**src/rtl/tpu_pkg.sv**
```systemverilog
// Shared definitions for the MMU sequencer slice.
//   seq_state_t   : sequencer FSM states
//   W_WAIT_CYC    : W_WAIT dwell for the default tile edge (SIZE+4)
//   w_wait_cycles : same dwell for an arbitrary tile edge
package tpu_pkg;

  typedef enum logic [3:0] {
    IDLE, W_RD, W_PUSH, W_LD, W_WAIT, SWAP,
    D_RD, D_PUSH, D_RUN, R_POP, R_WR, DONE
  } seq_state_t;

  localparam int unsigned SEQ_SIZE_DFLT = 2;
  localparam int unsigned W_WAIT_CYC    = SEQ_SIZE_DFLT + 4;

  // Weights need SIZE+4 cycles to settle in the array after the load handshake.
  function automatic int unsigned w_wait_cycles(input int unsigned size);
    return size + 4;
  endfunction

endpackage

```
**src/rtl/mmu_sequencer_if.sv**
```systemverilog
// Bus bundle between the MMU sequencer and its environment.
// Groups: command (cmd_*), tile memory read (rd_*), result write (wr_*),
// weight push, data push, result pop, MMU control, and status (busy/done).
// modport master : sequencer side
// modport slave  : environment side (memory, MMU, command source)
interface mmu_sequencer_if #(
  parameter int SIZE   = 2,
  parameter int ADDR_W = 8
);
  logic                            cmd_valid;
  logic                            cmd_ready;
  logic [ADDR_W-1:0]               cmd_w_addr;
  logic [ADDR_W-1:0]               cmd_d_addr;
  logic [ADDR_W-1:0]               cmd_r_addr;
  logic [7:0]                      cmd_n_tiles;

  logic                            rd_en;
  logic [ADDR_W-1:0]               rd_addr;
  logic [SIZE-1:0][SIZE-1:0][7:0]  rd_data;

  logic                            wr_en;
  logic [ADDR_W-1:0]               wr_addr;
  logic [SIZE-1:0][SIZE-1:0][31:0] wr_data;

  logic [SIZE-1:0][SIZE-1:0][7:0]  new_weight_out;
  logic                            new_weight_rdy;
  logic                            new_weight_push;

  logic [SIZE-1:0][SIZE-1:0][7:0]  data_out;
  logic                            data_rdy;
  logic                            data_push;

  logic [SIZE-1:0][SIZE-1:0][31:0] acc_in;
  logic                            acc_in_rdy;
  logic                            acc_in_pop;

  logic                            weight_ld_rdy;
  logic                            weight_ld_start;
  logic                            weight_swap;
  logic                            mult_rdy;
  logic                            mult_run;

  logic                            busy;
  logic                            done;

  modport master (
    input  cmd_valid, cmd_w_addr, cmd_d_addr, cmd_r_addr, cmd_n_tiles,
           rd_data, new_weight_rdy, data_rdy, acc_in, acc_in_rdy,
           weight_ld_rdy, mult_rdy,
    output cmd_ready, rd_en, rd_addr, wr_en, wr_addr, wr_data,
           new_weight_out, new_weight_push, data_out, data_push, acc_in_pop,
           weight_ld_start, weight_swap, mult_run, busy, done
  );

  modport slave (
    output cmd_valid, cmd_w_addr, cmd_d_addr, cmd_r_addr, cmd_n_tiles,
           rd_data, new_weight_rdy, data_rdy, acc_in, acc_in_rdy,
           weight_ld_rdy, mult_rdy,
    input  cmd_ready, rd_en, rd_addr, wr_en, wr_addr, wr_data,
           new_weight_out, new_weight_push, data_out, data_push, acc_in_pop,
           weight_ld_start, weight_swap, mult_run, busy, done
  );
endinterface

```
**src/rtl/mmu_sequencer_relu.sv**
```systemverilog
// seq_relu: combinational per-element clamp of a SIZE x SIZE result tile.
// Optional feature macro: MMU_SEQ_RELU_EN. When defined, negative signed
// 32-bit elements become 0; otherwise the tile passes through unchanged.
// Ports: i_res (tile in), o_res (tile out).
module seq_relu #(
  parameter int SIZE = 2
) (
  input  logic [SIZE-1:0][SIZE-1:0][31:0] i_res,
  output logic [SIZE-1:0][SIZE-1:0][31:0] o_res
);

`ifdef MMU_SEQ_RELU_EN
  function automatic logic [31:0] relu_clamp(input logic signed [31:0] v);
    return (v < 0) ? 32'd0 : v;
  endfunction
`endif

  always_comb begin
    o_res = '0;
    for (int r = 0; r < SIZE; r++) begin
      for (int c = 0; c < SIZE; c++) begin
`ifdef MMU_SEQ_RELU_EN
        o_res[r][c] = relu_clamp(i_res[r][c]);
`else
        o_res[r][c] = i_res[r][c];
`endif
      end
    end
  end

endmodule

```
**src/rtl/mmu_sequencer.sv**
```systemverilog
// mmu_sequencer: runs one matrix-unit command: load a weight tile, then for
// each of n_tiles data tiles read/push/run/pop/write the result tile.
// Ports: clk, rst_n (async, active-low), bus (mmu_sequencer_if.master).
// Optional feature macro: MMU_SEQ_RELU_EN (ReLU clamp on written results,
// handled in seq_relu; latency is the same either way).
module mmu_sequencer
  import tpu_pkg::*;
#(
  parameter int SIZE   = 2,
  parameter int ADDR_W = 8
) (
  input  logic                   clk,
  input  logic                   rst_n,
  mmu_sequencer_if.master        bus
);

  localparam logic [7:0] WAIT_LAST = 8'(w_wait_cycles(SIZE) - 1);

  seq_state_t                      r_state;
  seq_state_t                      w_nxt;
  logic [ADDR_W-1:0]               r_w_addr;
  logic [ADDR_W-1:0]               r_d_addr;
  logic [ADDR_W-1:0]               r_r_addr;
  logic [7:0]                      r_n;
  logic [7:0]                      r_i;
  logic [7:0]                      r_cnt;
  logic [SIZE-1:0][SIZE-1:0][7:0]  r_tile;
  logic [SIZE-1:0][SIZE-1:0][31:0] r_res;
  logic [SIZE-1:0][SIZE-1:0][31:0] w_res_out;
  logic                            w_last_tile;

  // 9-bit compare so that n_tiles = 255 terminates after index 254.
  assign w_last_tile = ({1'b0, r_i} + 9'd1) >= {1'b0, r_n};

  seq_relu #(.SIZE(SIZE)) u_relu (
    .i_res (r_res),
    .o_res (w_res_out)
  );

  assign bus.new_weight_out = r_tile;
  assign bus.data_out       = r_tile;
  assign bus.wr_data        = w_res_out;
  assign bus.busy           = (r_state != IDLE);

  // In W_RD/D_RD r_cnt is a phase bit: 0 = issue read, 1 = capture rd_data.
  always_ff @(posedge clk or negedge rst_n) begin
    if (!rst_n) begin
      r_state  <= IDLE;
      r_w_addr <= '0;
      r_d_addr <= '0;
      r_r_addr <= '0;
      r_n      <= '0;
      r_i      <= '0;
      r_cnt    <= '0;
      r_tile   <= '0;
      r_res    <= '0;
    end else begin
      r_state <= w_nxt;
      case (r_state)
        IDLE: if (bus.cmd_valid) begin
          r_w_addr <= bus.cmd_w_addr;
          r_d_addr <= bus.cmd_d_addr;
          r_r_addr <= bus.cmd_r_addr;
          r_n      <= bus.cmd_n_tiles;
          r_i      <= '0;
          r_cnt    <= '0;
        end
        W_RD, D_RD: begin
          r_cnt <= (r_cnt == 8'd0) ? 8'd1 : 8'd0;
          if (r_cnt != 8'd0) r_tile <= bus.rd_data;
        end
        W_WAIT: r_cnt <= (r_cnt == WAIT_LAST) ? 8'd0 : r_cnt + 8'd1;
        SWAP:   r_i   <= '0;
        R_POP:  if (bus.acc_in_rdy) r_res <= bus.acc_in;
        R_WR:   r_i   <= r_i + 8'd1;
        default: ;
      endcase
    end
  end

  always_comb begin
    w_nxt               = r_state;
    bus.cmd_ready       = 1'b0;
    bus.rd_en           = 1'b0;
    bus.rd_addr         = '0;
    bus.wr_en           = 1'b0;
    bus.wr_addr         = '0;
    bus.new_weight_push = 1'b0;
    bus.data_push       = 1'b0;
    bus.acc_in_pop      = 1'b0;
    bus.weight_ld_start = 1'b0;
    bus.weight_swap     = 1'b0;
    bus.mult_run        = 1'b0;
    bus.done            = 1'b0;
    case (r_state)
      IDLE: begin
        bus.cmd_ready = 1'b1;
        if (bus.cmd_valid) w_nxt = W_RD;
      end
      W_RD: begin
        if (r_cnt == 8'd0) begin
          bus.rd_en   = 1'b1;
          bus.rd_addr = r_w_addr;
        end else begin
          w_nxt = W_PUSH;
        end
      end
      W_PUSH: begin
        bus.new_weight_push = 1'b1;
        if (bus.new_weight_rdy) w_nxt = W_LD;
      end
      W_LD: begin
        bus.weight_ld_start = 1'b1;
        if (bus.weight_ld_rdy) w_nxt = W_WAIT;
      end
      W_WAIT: if (r_cnt == WAIT_LAST) w_nxt = SWAP;
      SWAP: begin
        bus.weight_swap = 1'b1;
        w_nxt = (r_n == 8'd0) ? DONE : D_RD;
      end
      D_RD: begin
        if (r_cnt == 8'd0) begin
          bus.rd_en   = 1'b1;
          bus.rd_addr = r_d_addr + ADDR_W'(r_i);
        end else begin
          w_nxt = D_PUSH;
        end
      end
      D_PUSH: begin
        bus.data_push = 1'b1;
        if (bus.data_rdy) w_nxt = D_RUN;
      end
      D_RUN: begin
        bus.mult_run = 1'b1;
        if (bus.mult_rdy) w_nxt = R_POP;
      end
      R_POP: if (bus.acc_in_rdy) begin
        bus.acc_in_pop = 1'b1;
        w_nxt = R_WR;
      end
      R_WR: begin
        bus.wr_en   = 1'b1;
        bus.wr_addr = r_r_addr + ADDR_W'(r_i);
        w_nxt = w_last_tile ? DONE : D_RD;
      end
      DONE: begin
        bus.done = 1'b1;
        w_nxt = IDLE;
      end
      default: w_nxt = IDLE;
    endcase
  end

endmodule

```
**src/flat_wrapper.sv**
```systemverilog
// flat-port wrapper written by rule: the top's interface ports become plain ports
module mmu_sequencer_flat import tpu_pkg::*;
#(
  parameter int SIZE   = 2,
  parameter int ADDR_W = 8
)
  (clk, rst_n, bus_cmd_valid, bus_cmd_w_addr, bus_cmd_d_addr, bus_cmd_r_addr, bus_cmd_n_tiles, bus_rd_data, bus_new_weight_rdy, bus_data_rdy, bus_acc_in, bus_acc_in_rdy, bus_weight_ld_rdy, bus_mult_rdy, bus_cmd_ready, bus_rd_en, bus_rd_addr, bus_wr_en, bus_wr_addr, bus_wr_data, bus_new_weight_out, bus_new_weight_push, bus_data_out, bus_data_push, bus_acc_in_pop, bus_weight_ld_start, bus_weight_swap, bus_mult_run, bus_busy, bus_done);
  mmu_sequencer_if #(.SIZE(SIZE), .ADDR_W(ADDR_W)) bus_i ();
  input  logic clk;
  input  logic rst_n;
  input wire logic [$bits(bus_i.cmd_valid)-1:0] bus_cmd_valid;
  input wire logic [$bits(bus_i.cmd_w_addr)-1:0] bus_cmd_w_addr;
  input wire logic [$bits(bus_i.cmd_d_addr)-1:0] bus_cmd_d_addr;
  input wire logic [$bits(bus_i.cmd_r_addr)-1:0] bus_cmd_r_addr;
  input wire logic [$bits(bus_i.cmd_n_tiles)-1:0] bus_cmd_n_tiles;
  input wire logic [$bits(bus_i.rd_data)-1:0] bus_rd_data;
  input wire logic [$bits(bus_i.new_weight_rdy)-1:0] bus_new_weight_rdy;
  input wire logic [$bits(bus_i.data_rdy)-1:0] bus_data_rdy;
  input wire logic [$bits(bus_i.acc_in)-1:0] bus_acc_in;
  input wire logic [$bits(bus_i.acc_in_rdy)-1:0] bus_acc_in_rdy;
  input wire logic [$bits(bus_i.weight_ld_rdy)-1:0] bus_weight_ld_rdy;
  input wire logic [$bits(bus_i.mult_rdy)-1:0] bus_mult_rdy;
  output wire logic [$bits(bus_i.cmd_ready)-1:0] bus_cmd_ready;
  output wire logic [$bits(bus_i.rd_en)-1:0] bus_rd_en;
  output wire logic [$bits(bus_i.rd_addr)-1:0] bus_rd_addr;
  output wire logic [$bits(bus_i.wr_en)-1:0] bus_wr_en;
  output wire logic [$bits(bus_i.wr_addr)-1:0] bus_wr_addr;
  output wire logic [$bits(bus_i.wr_data)-1:0] bus_wr_data;
  output wire logic [$bits(bus_i.new_weight_out)-1:0] bus_new_weight_out;
  output wire logic [$bits(bus_i.new_weight_push)-1:0] bus_new_weight_push;
  output wire logic [$bits(bus_i.data_out)-1:0] bus_data_out;
  output wire logic [$bits(bus_i.data_push)-1:0] bus_data_push;
  output wire logic [$bits(bus_i.acc_in_pop)-1:0] bus_acc_in_pop;
  output wire logic [$bits(bus_i.weight_ld_start)-1:0] bus_weight_ld_start;
  output wire logic [$bits(bus_i.weight_swap)-1:0] bus_weight_swap;
  output wire logic [$bits(bus_i.mult_run)-1:0] bus_mult_run;
  output wire logic [$bits(bus_i.busy)-1:0] bus_busy;
  output wire logic [$bits(bus_i.done)-1:0] bus_done;
  assign bus_i.cmd_valid = bus_cmd_valid;
  assign bus_i.cmd_w_addr = bus_cmd_w_addr;
  assign bus_i.cmd_d_addr = bus_cmd_d_addr;
  assign bus_i.cmd_r_addr = bus_cmd_r_addr;
  assign bus_i.cmd_n_tiles = bus_cmd_n_tiles;
  assign bus_i.rd_data = bus_rd_data;
  assign bus_i.new_weight_rdy = bus_new_weight_rdy;
  assign bus_i.data_rdy = bus_data_rdy;
  assign bus_i.acc_in = bus_acc_in;
  assign bus_i.acc_in_rdy = bus_acc_in_rdy;
  assign bus_i.weight_ld_rdy = bus_weight_ld_rdy;
  assign bus_i.mult_rdy = bus_mult_rdy;
  assign bus_cmd_ready = bus_i.cmd_ready;
  assign bus_rd_en = bus_i.rd_en;
  assign bus_rd_addr = bus_i.rd_addr;
  assign bus_wr_en = bus_i.wr_en;
  assign bus_wr_addr = bus_i.wr_addr;
  assign bus_wr_data = bus_i.wr_data;
  assign bus_new_weight_out = bus_i.new_weight_out;
  assign bus_new_weight_push = bus_i.new_weight_push;
  assign bus_data_out = bus_i.data_out;
  assign bus_data_push = bus_i.data_push;
  assign bus_acc_in_pop = bus_i.acc_in_pop;
  assign bus_weight_ld_start = bus_i.weight_ld_start;
  assign bus_weight_swap = bus_i.weight_swap;
  assign bus_mult_run = bus_i.mult_run;
  assign bus_busy = bus_i.busy;
  assign bus_done = bus_i.done;
  mmu_sequencer #(.SIZE(SIZE), .ADDR_W(ADDR_W)) u_core (.clk(clk), .rst_n(rst_n), .bus(bus_i));
endmodule
```
**config.mk**
```make
export PLATFORM = sky130hd
export DESIGN_NAME = mmu_sequencer_flat
export DESIGN_NICKNAME = d
export VERILOG_FILES = /design/src/rtl/tpu_pkg.sv /design/src/rtl/mmu_sequencer_if.sv /design/src/rtl/mmu_sequencer_relu.sv /design/src/rtl/mmu_sequencer.sv /design/src/flat_wrapper.sv
export SDC_FILE = /design/constraint.sdc
export NUM_CORES = 1
export LEC_CHECK = 0
export CAP_MARGIN = 20
export CORE_MARGIN = 4
export CORE_UTILIZATION = 45
export CTS_BUF_LIST = sky130_fd_sc_hd__clkbuf_4
export CTS_CLUSTER_DIAMETER = 150
export CTS_CLUSTER_SIZE = 20
export DETAILED_ROUTE_END_ITERATION = 10
export PLACE_DENSITY = 0.86
export SETUP_SLACK_MARGIN = 0.5
export SLEW_MARGIN = 10
export SYNTH_ARGS = -nofsm -noshare
export SYNTH_HDL_FRONTEND = slang
export SYNTH_HIERARCHICAL = 1
export SYNTH_SLANG_ARGS = --single-unit
```
**constraint.sdc**
```tcl
create_clock -name clk -period 3.3 [get_ports clk]
set_input_delay 0.495 -clock clk [delete_from_list [all_inputs] [get_ports clk]]
set_output_delay 0.495 -clock clk [all_outputs]
set_load 0.1 [all_outputs]
```
==> metrics.csv <==
metric;value;unit
layoutNonFillerInstCount;1473;
maximum_root_to_sink_buffer_count;3;
finalHoldWorstSlack;0.4217;ns
register_area;5315;sq um
synth_top_family_by_area;multiplexers;
post_synth_inst_count;858;
io-pin-count;419;
yosysWarningCount;6;
timing.final.crit_share;98.19;%
crit_required;2.80;ns
tritoncts;yes;
fin_tns_setup;0;ns
grt_use_total;22.01;%
clockRootBuffer;sky130_fd_sc_hd__clkbuf_4;
drt_first_iter_violations;435;
fraction_of_synthesized_area_in_multiplexers;20.46;%
cts_clk_pin_slew_worst_paths;0.23;ns
synth_compound_area_share;5.739;%
cts_sinks;212;
finalWeightedCongestion;0.8325;
fillCellCount;1667;
avgViaCountPerCell;5.133;
drt_drc_violations_left;0;
initial_core_util;46.33;%
finalCriticalPeriod;3.240;ns
placementRows;55;
post_drt_wl_per_cell;21.18;um
hpwlAfterDp;22.50;mm
cts-htree-levels;1;
synthArstFlopShare;100.0;%
core_area;22920;sq um
die_w;161.6;um
maxSlewHeadroom;28.87;%
end_kind;output pin;
synth_enable_flop_cells;0;
largest_area_contributor_in_the_synthesized_netlist;sky130_fd_sc_hd__dfrtp_1;
setup_viol;0;
post_route_cells_drive_above_1_share;35.47;%
arrival;2.75;ns
synth.top_cells.by_area;sky130_fd_sc_hd__dfrtp_1 50%, sky130_fd_sc_hd__mux2_2 19%, sky130_fd_sc_hd__buf_4 11%, sky130_fd_sc_hd__ha_1 3.1%, sky130_fd_sc_hd__buf_2 1.2%;
overflow;0;
fmax;308.6;MHz
grt_antenna_before_repair;4;
detail_route.wirelength;31.20;mm
synth_top_area_share;49.96;%
mappedNetlistNets;1086;
syn2layout_area_growth;41.93;%
final_antenna_net_count;0;
clk_latency;0.66;ns
vias;7561;
yosys.area_share.adder;3.441;%
synth_cell_type_count;60;
number_of_cts_inserted_buffers;14;
max-cap-violations;0;
multi_input_area;4282;sq um
floorplan.die.height;161.6;um
timing_hold_violations_final;0;
pin_count_of_the_biggest_net_entering_global_routing;86;
firstDrtPassIters;5;
synthSimpleGateAreaFrac;5.385;%
cp_max_fo;3;
most_used_dff_post_synth;sky130_fd_sc_hd__dfrtp_1;
status;finished clean;
yosys_register_bits;212;
synth_area_per_cell;12.37;sq um
yosys.area_share.xor_xnor;1.320;%
detailedPlace.worstSlack;0.2986;ns
worst_hold_path_type;input port to async pin;
mappedNetlistArea;10620;sq um
final.setup.worst_slack;0.05957;ns
placed_cells_incl_taps;1408;
grt_pass1_vias;7832;
timing.final.max_slew_violations;0;
worst-setup-path-type;flop to output pin;
grt_pass1_wl;45.33;mm
tightest_slew;1.065;ns
rsz_0062_raised_after_global_routing;yes;
design.die.area;26120;sq um
worstSetupStartpointType;flop;
synth.yosys.seq_area_share;49.96;%
buffer_ports.inserted;418;
worst_clock_skew;0.04002;ns
finish.net_count;1384;
registers in the layout, summed over array words and instances, names as in the netlist:
register	cells
u_core/r_w_addr	8
u_core/r_d_addr	8
u_core/r_n	8
u_core/r_cnt	8
u_core/r_res	128
u_core/r_state	4
u_core/r_i	8
u_core/r_r_addr	8
u_core/bus.data_out	32
stage by stage:
stage / instance area (sq um) / util (%)
2_1_floorplan: 10660 / -
3_3_place_gp: 14000 / 61.10
6_report: 15070 / 65.76
3_5_place_dp: 14000 / 61.10
4_1_cts: 14560 / 63.53
5_1_grt: 15060 / 65.74
worst paths after layout:
kind | start | endpoint | slack (ns) | cells after the start
worst max-delay path | u_core/r_cnt[1] | bus_rd_addr[7] | 0.06 | 8
worst min-delay path | rst_n | u_core/r_n[7] | 0.42 | 2
worst max register to register | u_core/r_i[0] | u_core/r_state[3] | 0.54 | 12
worst min register to register | u_core/r_res[25] | u_core/r_res[25] | 0.52 | 1
max in group asynchronous | rst_n | u_core/r_res[93] | 2.03 | 3
min in group clk | bus_rd_data[14] | u_core/bus.data_out[14] | 0.43 | 2
routing by layer:
layer | global-route usage [%] | wire [um] | vias up
li1 | - | - | 3408
met4 | 8.686 | 1362 | 2
met1 | 25.30 | 11270 | 3743
met5 | 0 | 9 | -
met3 | 6.838 | 2713 | 72
met2 | 38.36 | 15850 | 336
cell families (layout without fill, tap and decap cells):
logic type | Yosys count | in the layout
AOI/OAI and AO/OA | 89 | 89
xor gates and xnor gates | 16 | 16
adders and majority gates | 28 | 28
buffers and inverters | 218 | 515
DFF | 212 | 212
muxes | 193 | 193
other | 0 | 4
and+or+nand+nor | 102 | 103
placed cells by master (no fill, tap or decap), types with 19 or more instances in the layout:
cell type and n:
sky130_fd_sc_hd__o21ai_0 20, sky130_fd_sc_hd__dlymetal6s2s_1 39, sky130_fd_sc_hd__dfrtp_1 204, sky130_fd_sc_hd__buf_4 92, sky130_fd_sc_hd__mux2_2 182, sky130_fd_sc_hd__inv_1 21
sky130_fd_sc_hd__clkdlybuf4s50_1 290, sky130_fd_sc_hd__nand2_1 20, sky130_fd_sc_hd__buf_12 23, sky130_fd_sc_hd__nor2_1 19
critical path: stages, from the launching register on:
cell and delay, ns:
sky130_fd_sc_hd__dfrtp_1 0.45, sky130_fd_sc_hd__inv_2 0.09, sky130_fd_sc_hd__ha_4 0.13, sky130_fd_sc_hd__nor4b_4 0.25, sky130_fd_sc_hd__nand2_2 0.13, sky130_fd_sc_hd__nor3_4 0.28
sky130_fd_sc_hd__or4b_4 0.51, sky130_fd_sc_hd__nand3_4 0.09, sky130_fd_sc_hd__buf_12 0.17
timing repair:
item                                    CTS  global route
gates cloned                              1             0
hold buffers                              1             0
endpoints found under the hold margin    82             0
gates resized for setup                  71            94
pin swaps                                19            22
endpoints found under the setup margin   35            60
setup buffers                            26            17
synthesized netlist by cell type (3+ instances only):
cell / instances
sky130_fd_sc_hd__and2_1: 3
sky130_fd_sc_hd__a21o_1: 3
sky130_fd_sc_hd__nor3_1: 8
sky130_fd_sc_hd__mux2_2: 182
sky130_fd_sc_hd__mux2_1: 10
sky130_fd_sc_hd__a21oi_1: 14
sky130_fd_sc_hd__or3_1: 4
sky130_fd_sc_hd__o21ai_0: 24
sky130_fd_sc_hd__o21ai_1: 4
sky130_fd_sc_hd__inv_1: 27
sky130_fd_sc_hd__nor2_1: 25
sky130_fd_sc_hd__o31ai_1: 3
sky130_fd_sc_hd__buf_4: 161
sky130_fd_sc_hd__dfrtp_1: 212
sky130_fd_sc_hd__a211o_1: 3
sky130_fd_sc_hd__a22o_1: 10
sky130_fd_sc_hd__nand2b_1: 7
sky130_fd_sc_hd__xor2_1: 7
sky130_fd_sc_hd__xnor2_1: 9
sky130_fd_sc_hd__buf_2: 25
sky130_fd_sc_hd__ha_1: 26
sky130_fd_sc_hd__o21bai_1: 3
sky130_fd_sc_hd__clkbuf_1: 5
sky130_fd_sc_hd__and3_1: 3
sky130_fd_sc_hd__nand2_1: 22
sky130_fd_sc_hd__o211ai_1: 7
sky130_fd_sc_hd__nand3_1: 7
layout make-up:
type	instances	share of cell area, %
clock inverters	1	0.05812
repair buffers	472	32.13
multi-input cells	429	28.41
well taps	313	2.599
diodes	4	0.06642
inverters	27	0.7140
flip-flops and latches	212	35.27
clock buffers	15	0.7473
Power is not shown: default switching activity piles up to over one toggle a cycle in this logic, so the estimate is an artifact.
